**config.mk**
```make
export PLATFORM = sky130hd
export DESIGN_NAME = exhaustive_vector_sweeper
export DESIGN_NICKNAME = d
export VERILOG_FILES = /design/src/rtl/exhaustive_vector_sweeper.sv
export SDC_FILE = /design/constraint.sdc
export NUM_CORES = 1
export LEC_CHECK = 0
export CORE_MARGIN = 5
export CORE_UTILIZATION = 55
export CTS_BUF_LIST = sky130_fd_sc_hd__clkbuf_8
export DETAILED_ROUTE_END_ITERATION = 7
export GPL_TIMING_DRIVEN = 0
export PLACE_DENSITY = 0.86
export RECOVER_POWER = 50
export SYNTH_ARGS = -nofsm -noshare
export SYNTH_HDL_FRONTEND = slang
export SYNTH_SLANG_ARGS = --single-unit
```
**constraint.sdc**
```tcl
create_clock -name clk -period 2.8 [get_ports clk]
set_input_delay 0.42 -clock clk [delete_from_list [all_inputs] [get_ports clk]]
set_output_delay 0.42 -clock clk [all_outputs]
set_load 0.02 [all_outputs]
```
**src/rtl/exhaustive_vector_sweeper.sv**
```systemverilog
// Exhaustive stimulus engine: walks all 2^N_IN input vectors, samples the DUT response and folds it into a MISR.
// Build option SWEEP_GRAY_EN drives vec_out in Gray order instead of binary order.
module exhaustive_vector_sweeper #(
   parameter int          N_IN   = 4,
   parameter int          DWELL  = 20,
   parameter int          RESP_W = 3,
   parameter int          SIG_W  = 16,
   parameter logic [15:0] POLY   = 16'h1021
) (
   input  logic              clk,
   input  logic              rst_n,
   input  logic              start,
   input  logic              abort,
   input  logic [RESP_W-1:0] resp_in,
   output logic [N_IN-1:0]   vec_out,
   output logic              vec_valid,
   output logic [N_IN-1:0]   vec_idx,
   output logic              sample_stb,
   output logic              busy,
   output logic              done,
   output logic [SIG_W-1:0]  signature
);

   typedef enum logic [1:0] {IDLE, APPLY, SAMPLE, DONE} state_t;

   localparam int               CW       = (DWELL > 1) ? $clog2(DWELL) : 1;
   localparam logic [CW-1:0]    RELOAD   = CW'(DWELL - 1);
   localparam logic [N_IN-1:0]  LAST_IDX = '1;
   localparam logic [SIG_W-1:0] POLY_S   = SIG_W'(POLY);

   state_t            state;
   logic [CW-1:0]     dwell_cnt;
   logic [N_IN-1:0]   idx_inc;
   logic [SIG_W-1:0]  misr_next;

   // The stimulus is registered so the encoding never glitches on the DUT inputs.
   function automatic logic [N_IN-1:0] encode(input logic [N_IN-1:0] idx);
`ifdef SWEEP_GRAY_EN
      return idx ^ (idx >> 1);
`else
      return idx;
`endif
   endfunction

   always_comb begin
      idx_inc   = vec_idx + N_IN'(1);
      misr_next = {signature[SIG_W-2:0], 1'b0}
                ^ (signature[SIG_W-1] ? POLY_S : '0)
                ^ SIG_W'(resp_in);
   end

   always_ff @(posedge clk) begin
      if (!rst_n) begin
         state      <= IDLE;
         dwell_cnt  <= '0;
         vec_idx    <= '0;
         vec_out    <= '0;
         vec_valid  <= 1'b0;
         sample_stb <= 1'b0;
         busy       <= 1'b0;
         done       <= 1'b0;
         signature  <= '0;
      end else if (abort) begin
         // Signature is deliberately kept so a partial result stays readable.
         state      <= IDLE;
         dwell_cnt  <= '0;
         vec_idx    <= '0;
         vec_out    <= encode('0);
         vec_valid  <= 1'b0;
         sample_stb <= 1'b0;
         busy       <= 1'b0;
         done       <= 1'b0;
      end else begin
         case (state)
            IDLE, DONE: begin
               if (start) begin
                  state      <= APPLY;
                  dwell_cnt  <= RELOAD;
                  vec_idx    <= '0;
                  vec_out    <= encode('0);
                  signature  <= '0;
                  vec_valid  <= 1'b1;
                  sample_stb <= 1'b0;
                  busy       <= 1'b1;
                  done       <= 1'b0;
               end
            end
            APPLY: begin
               if (dwell_cnt == '0) begin
                  state      <= SAMPLE;
                  sample_stb <= 1'b1;
               end else begin
                  dwell_cnt <= dwell_cnt - CW'(1);
               end
            end
            SAMPLE: begin
               sample_stb <= 1'b0;
               signature  <= misr_next;
               if (vec_idx == LAST_IDX) begin
                  state     <= DONE;
                  done      <= 1'b1;
                  busy      <= 1'b0;
                  vec_valid <= 1'b0;
               end else begin
                  state     <= APPLY;
                  vec_idx   <= idx_inc;
                  vec_out   <= encode(idx_inc);
                  dwell_cnt <= RELOAD;
               end
            end
            default: state <= IDLE;
         endcase
      end
   end

endmodule
```
==> results.toml, run 1 <==
[layout]
areaGrowthSynthToFinish_pct = 34.2
antennaDiodeCount = 0
finish.net_count = 236
drive_gt1_frac = 0.0978

[drt]
drt-total-wl_um = 3770
firstDrtPassIters = 4
drcViolationCount = 0
ant_nets = 0
first_iter_violations = 82
num_vias = 1443
wl_per_cell_um = 14.7
vias_per_cell = 5.64

[critical_path]
arrival_ns = 2.22
cp_common_cell = "nor2b_1"
r2r_cells = 8
crit_type = "reg -> reg"
worstPathRequired_ns = 2.98
critPathMaxFanout = 10
startpoint = "state[0]"
slowest_stage = "dfxtp_1"
worst-path-buf-inv = 3
path_delay_family = "simple AND/OR/NAND/NOR gates"
crit_chain = "inv_1 > ha_1 > nor2b_1 > or3_1 > clkbuf_1 > buf_2 > a21oi_1 > nor2b_1"
start_kind = "register"
cp_num_cells = 8
rr_startpoint = "state[0]"
critPathCaptureType = "register"
cpPeakStageDelay_ns = 0.39

[yosys]
synth.avg_cell_area_um2 = 8.33
synth_edf_count = 0
synth_ff_type = "dfxtp_1"
synthesis.nets = 195
ys_seq_area_frac = 0.394
async_flop_share = 0
synthCells = 183
yosys.area.top_type_share = 0.394
ys_ff_latch = 30
synth.top_cells.by_area = "dfxtp_1 39%, nand2_1 6.2%, a21oi_1 5.9%"
synth.largest_area_cell = "dfxtp_1"
synth_area_mm2 = 0.00152
yosys_warnings = 0
synth_cell_types = 40

[global_routing]
overflow = 0
grt.total_usage = 0.201
grt_pass1_vias = 1471
grt_max_degree = 11
grt_pass1_wl_um = 6450
antenna_found_initial = 0

[cts]
cts_buffers = 5
cts_hold_buffers = 0
post_cts_resized = 0
cts.sinks = 30
cts_max_path_buffers = 2
cts_tree = "built"
post-cts-setup-buffers = 0
cts-root-buf = "clkbuf_8"
path_clk_slew_ns = 0.07
clk_latency_ns = 0.29
htreeDepth = 2

[timing]
fin_crit_sh = 0.729
hold_violations = 0
drv_slew = 0
finClkSkew_ns = 0.00971
period_needed_ns = 2.04
tightest_slew_ns = 0.520
rsz0062_at_grt = "no"
fmax_mhz = 490
relSlewSlack = 0.651
setup_viol = 0
tns_ns = 0
timing.hold.ws_ns = 0.469

[worst_hold_path]
min_path_cells = 2
min_from = "done"
min-delay-path-class = "reg -> reg"

[die]
dieArea_mm2 = 0.00392
die_x_um = 62.6
io_pins = 35
rows = 19
initial_core_util = 0.562
coreArea_mm2 = 0.00271
dieHeight_um = 62.6

[pwr]
p_per_area_mw_per_mm2 = 532
peakVddDrop_v = 0.000515
leakagePower_uw = 0.000809
power_uw = 1090

[placement]
port_buffers = 34
gp_congestion = 0.849
place_hpwl_um = 2830

[flow_run]
cap_viol_max_count = 0

[status]
status = "finished clean"
==> final timing paths <==
| check | slack, ns | end |
|---|---|---|
| hold / removal | 0.47 | done |
| hold reg to reg | 0.47 | done |
| setup reg to reg | 0.76 | signature[14] |
| setup / recovery | 0.76 | signature[14] |
==> tightest hold or removal path: stages (launching register included) <==
cell and delay, ns:
dfxtp_1 0.31, nand2_1 0.05, a21oi_1 0.06
==> synth_stat cells (all sizes together) (3+ instances only) <==
cell type	number
buf	10
nand3	8
xor2	5
o21ai	4
nand2b	3
a31oi	3
dfxtp	30
nor2b	14
nor2	5
nor4	11
inv	6
a21oi	19
ha	5
nand2	25
a21boi	5
or3	3
clkbuf	7
==> stage by stage <==
stage | std cells | setup slack, ns | utilization | cell area [um2]
floorplan | 183 | 1.01 | - | 1520
global placement | 248 | 0.779 | 0.702 | 1900
detailed placement | 248 | 0.773 | 0.702 | 1900
CTS | 256 | 0.754 | 0.755 | 2050
global route | 256 | 0.606 | 0.755 | 2050
finish | 256 | 0.758 | 0.755 | 2050
==> cells by family (layout without fill, tap and decap cells) <==
kind of cell	count (synthesis)	in the layout	share of synthesized area
mux	1	1	0.00657
fa+ha+maj	5	5	0.0411
compound gates	39	39	0.168
simple gates	80	80	0.285
xor+xnor	5	5	0.0287
buf+inv	23	65	0.0764
flops	30	30	0.394
==> routing by layer <==
layer  global-route usage  vias to the layer above  part of all wire
li1                     -                      726                 -
met1                0.225                      672              0.42
met2                0.350                       39              0.52
met3               0.0594                        6             0.044
met4               0.0875                        0             0.014
met5                    0                        -                 0
==> report_power, final <==
group | switching [uW] | leakage (uW) | internal (uW)
clock network | 167 | 0.0000714 | 379
logic | 63.3 | 0.000495 | 42.4
registers | 4.30 | 0.000242 | 432
==> state kept, by name (all words and copies together) (netlist names) <==
register    cells
busy            1
signature      16
done            1
dwell_cnt       5
state           2
sample_stb      1
vec_idx         4
==> cells in the final DEF (no fill, tap or decap), types with 6 or more instances in the layout <==
| master | count |
|---|---|
| clkbuf_1 | 7 |
| dlygate4sd3_1 | 23 |
| inv_1 | 6 |
| clkbuf_8 | 6 |
| dfxtp_1 | 30 |
| nor2b_1 | 14 |
| a21oi_1 | 18 |
| nor4_1 | 11 |
| nand3_1 | 8 |
| nand2_1 | 25 |
| clkdlybuf4s50_1 | 11 |
==> final cells by class <==
class / count / area [um2]
clock buffer: 6 / 82.6
timing repair buffer: 34 / 340
multi-input combinational: 130 / 807
tap: 31 / 38.8
sequential: 30 / 601
fill: 217 / 664
inverter: 6 / 22.5
buffer: 17 / 93.8
clock inverter: 2 / 60.1
(Power assumes the default switching activity.)
==> inputs of run 2 (changes only) <==
CORE_UTILIZATION = 46   (was 55)
PLACE_DENSITY = 0.76   (was 0.86)
clock period = 1.8 ns   (was 2.8 ns; I/O delays follow)
==> run 2 against run 1 <==
Effect of this change: clock skew down 0.0073 ns; wire length down 9.2%; register-to-register slack worse by 0.66 ns; cell count up 5.5%; count of clock-buffer cells in the layout down 1; worst hold slack worse by 0.0088 ns; critical endpoint is now vec_out[2]; largest cell class unchanged; highest routed layer unchanged.
==> results.toml, run 2 (synthesis results as in run 1) <==
[status]
status = "finished clean"

[critical_path]
start_kind = "register"
slowest_stage = "clkdlybuf4s50_1"
crit_chain = "buf_4 > clkdlybuf4s50_1"
cpPeakStageDelay_ns = 0.58
rr_startpoint = "state[0]"
r2r_cells = 8
r2r_end = "vec_idx[3]"
crit_type = "reg -> out"
critPathMaxFanout = 8
arrival_ns = 1.47
worst-path-buf-inv = 2
critPathCaptureType = "output port"
rrSetupSlack_ns = 0.10
worstPathRequired_ns = 1.53
path_delay_family = "buffers and inverters"
startpoint = "vec_idx[2]"

[timing]
drv_slew = 0
timing.hold.ws_ns = 0.460
finClkSkew_ns = 0.00236
fmax_mhz = 576
tightest_slew_ns = 0.477
hold_violations = 0
period_needed_ns = 1.74
fin_crit_sh = 0.965
relSlewSlack = 0.682
setup_viol = 0

[layout]
final_common_cell = "dfxtp_1"
final-instance-count-excl-fill = 270
antennaDiodeCount = 0
areaGrowthSynthToFinish_pct = 35.5
nFillCells = 301
final_cell_mix = "28 x dfxtp_1, 25 x nand2_1, 21 x dlygate4sd3_1"
finish.net_count = 236
reg_top3 = "signature: 16 flops, dwell_cnt: 5 flops, vec_idx: 4 flops"
regMostFlops = "signature"
drive_gt1_frac = 0.129
largest_register_ffs = 16

[pwr]
peakVddDrop_v = 0.000502
power_uw = 1350
leakagePower_uw = 0.000797
p_per_area_mw_per_mm2 = 655

[cts]
cts-root-buf = "clkbuf_8"
cts_max_path_buffers = 2
cts_hold_buffers = 0
htreeDepth = 2
clk_latency_ns = 0.28
path_clk_slew_ns = 0.06
cts.sinks = 30
cts_buffers = 5
cts_tree = "built"

[global_routing]
grt_max_degree = 11
overflow = 0
grt_pass1_vias = 1285
grt.total_usage = 0.169
antenna_found_initial = 0
grt_pass1_wl_um = 5740

[drt]
num_vias = 1380
drt-total-wl_um = 3430
ant_nets = 0
wl_per_cell_um = 12.7
vias_per_cell = 5.11
first_iter_violations = 74
drcViolationCount = 0
firstDrtPassIters = 4

[die]
rows = 21
coreArea_mm2 = 0.00328
io_pins = 35
die_x_um = 67.6
dieArea_mm2 = 0.00456
initial_core_util = 0.464
dieHeight_um = 67.6

[worst_hold_path]
min_from = "done"
min-delay-path-class = "reg -> reg"
min_path_cells = 2
holdPathEnd = "done"

[placement]
place_hpwl_um = 2450
port_buffers = 34
gp_congestion = 0.783
placedCellCount = 263

[flow_run]
cap_viol_max_count = 0
## run 2: cell type report
cell class                      count  area, um2  share of cell area
Tap cell                           46       57.6              0.0279
Sequential cell                    30        603               0.292
Buffer                             16        106              0.0515
Multi-Input combinational cell    130        851               0.412
Clock buffer                        5       68.8              0.0333
Timing Repair Buffer               35        348               0.168
Inverter                            6       22.5              0.0109
Clock inverter                      2       7.51             0.00364
## run 2: through the flow
step                 util  cell area, um2  worst slack [ns]   TNS, ns
finish              0.629            2060            0.0637         0
global route        0.629            2060          -0.00121  -0.00121
CTS                 0.622            2040            0.0314         0
detailed placement  0.585            1920            -0.196     -2.56
global placement    0.585            1920            -0.217     -2.61
floorplan               -            1520           0.00864         0
## run 2: worst reg2reg max path, stage by stage (launching register included)
cell and delay, ns:
dfxtp_2 0.35, inv_1 0.07, ha_4 0.26, nor2b_2 0.16
buf_4 0.16, buf_6 0.15, nor3b_4 0.23, nand3_1 0.10
a31oi_1 0.16
## run 2: how the worst max path moves through the flow
| stage | to | cells past startpoint |
|---|---|---|
| finish | vec_out[2] | 2 |
| global placement | signature[2] | 7 |
| detailed placement | signature[5] | 7 |
| floorplan | signature[13] | 8 |
| CTS | signature[9] | 7 |
| global route | dwell_cnt[0] | 7 |
## run 2: power by group
part | total [uW] | internal [uW] | switching, uW
clock | 489 | 254 | 235
combinational | 183 | 79.8 | 103
sequential | 680 | 673 | 6.43
total | 1350 | 1010 | 345
## run 2: per-layer routing
layer  routed length (um)  part of all wire  track usage  vias to the layer above
met5                    0                 0            0                        -
met4                   56             0.016       0.0684                        0
met3                  171             0.050       0.0666                        6
met2                 1560              0.46        0.266                       30
met1                 1640              0.48        0.205                      625
li1                     -                 -            -                      719
## run 2: what timing repair did
action,CTS,global route
pin swaps,0,0
setup buffers,1,0
resized for setup,8,9
endpoints found under the setup margin,17,14
==> inputs of run 3 (changes only) <==
SLEW_MARGIN = 20   (was default)
==> results of run 3 <==
The final DEF is identical to that of run 2; final timing and power are the same.
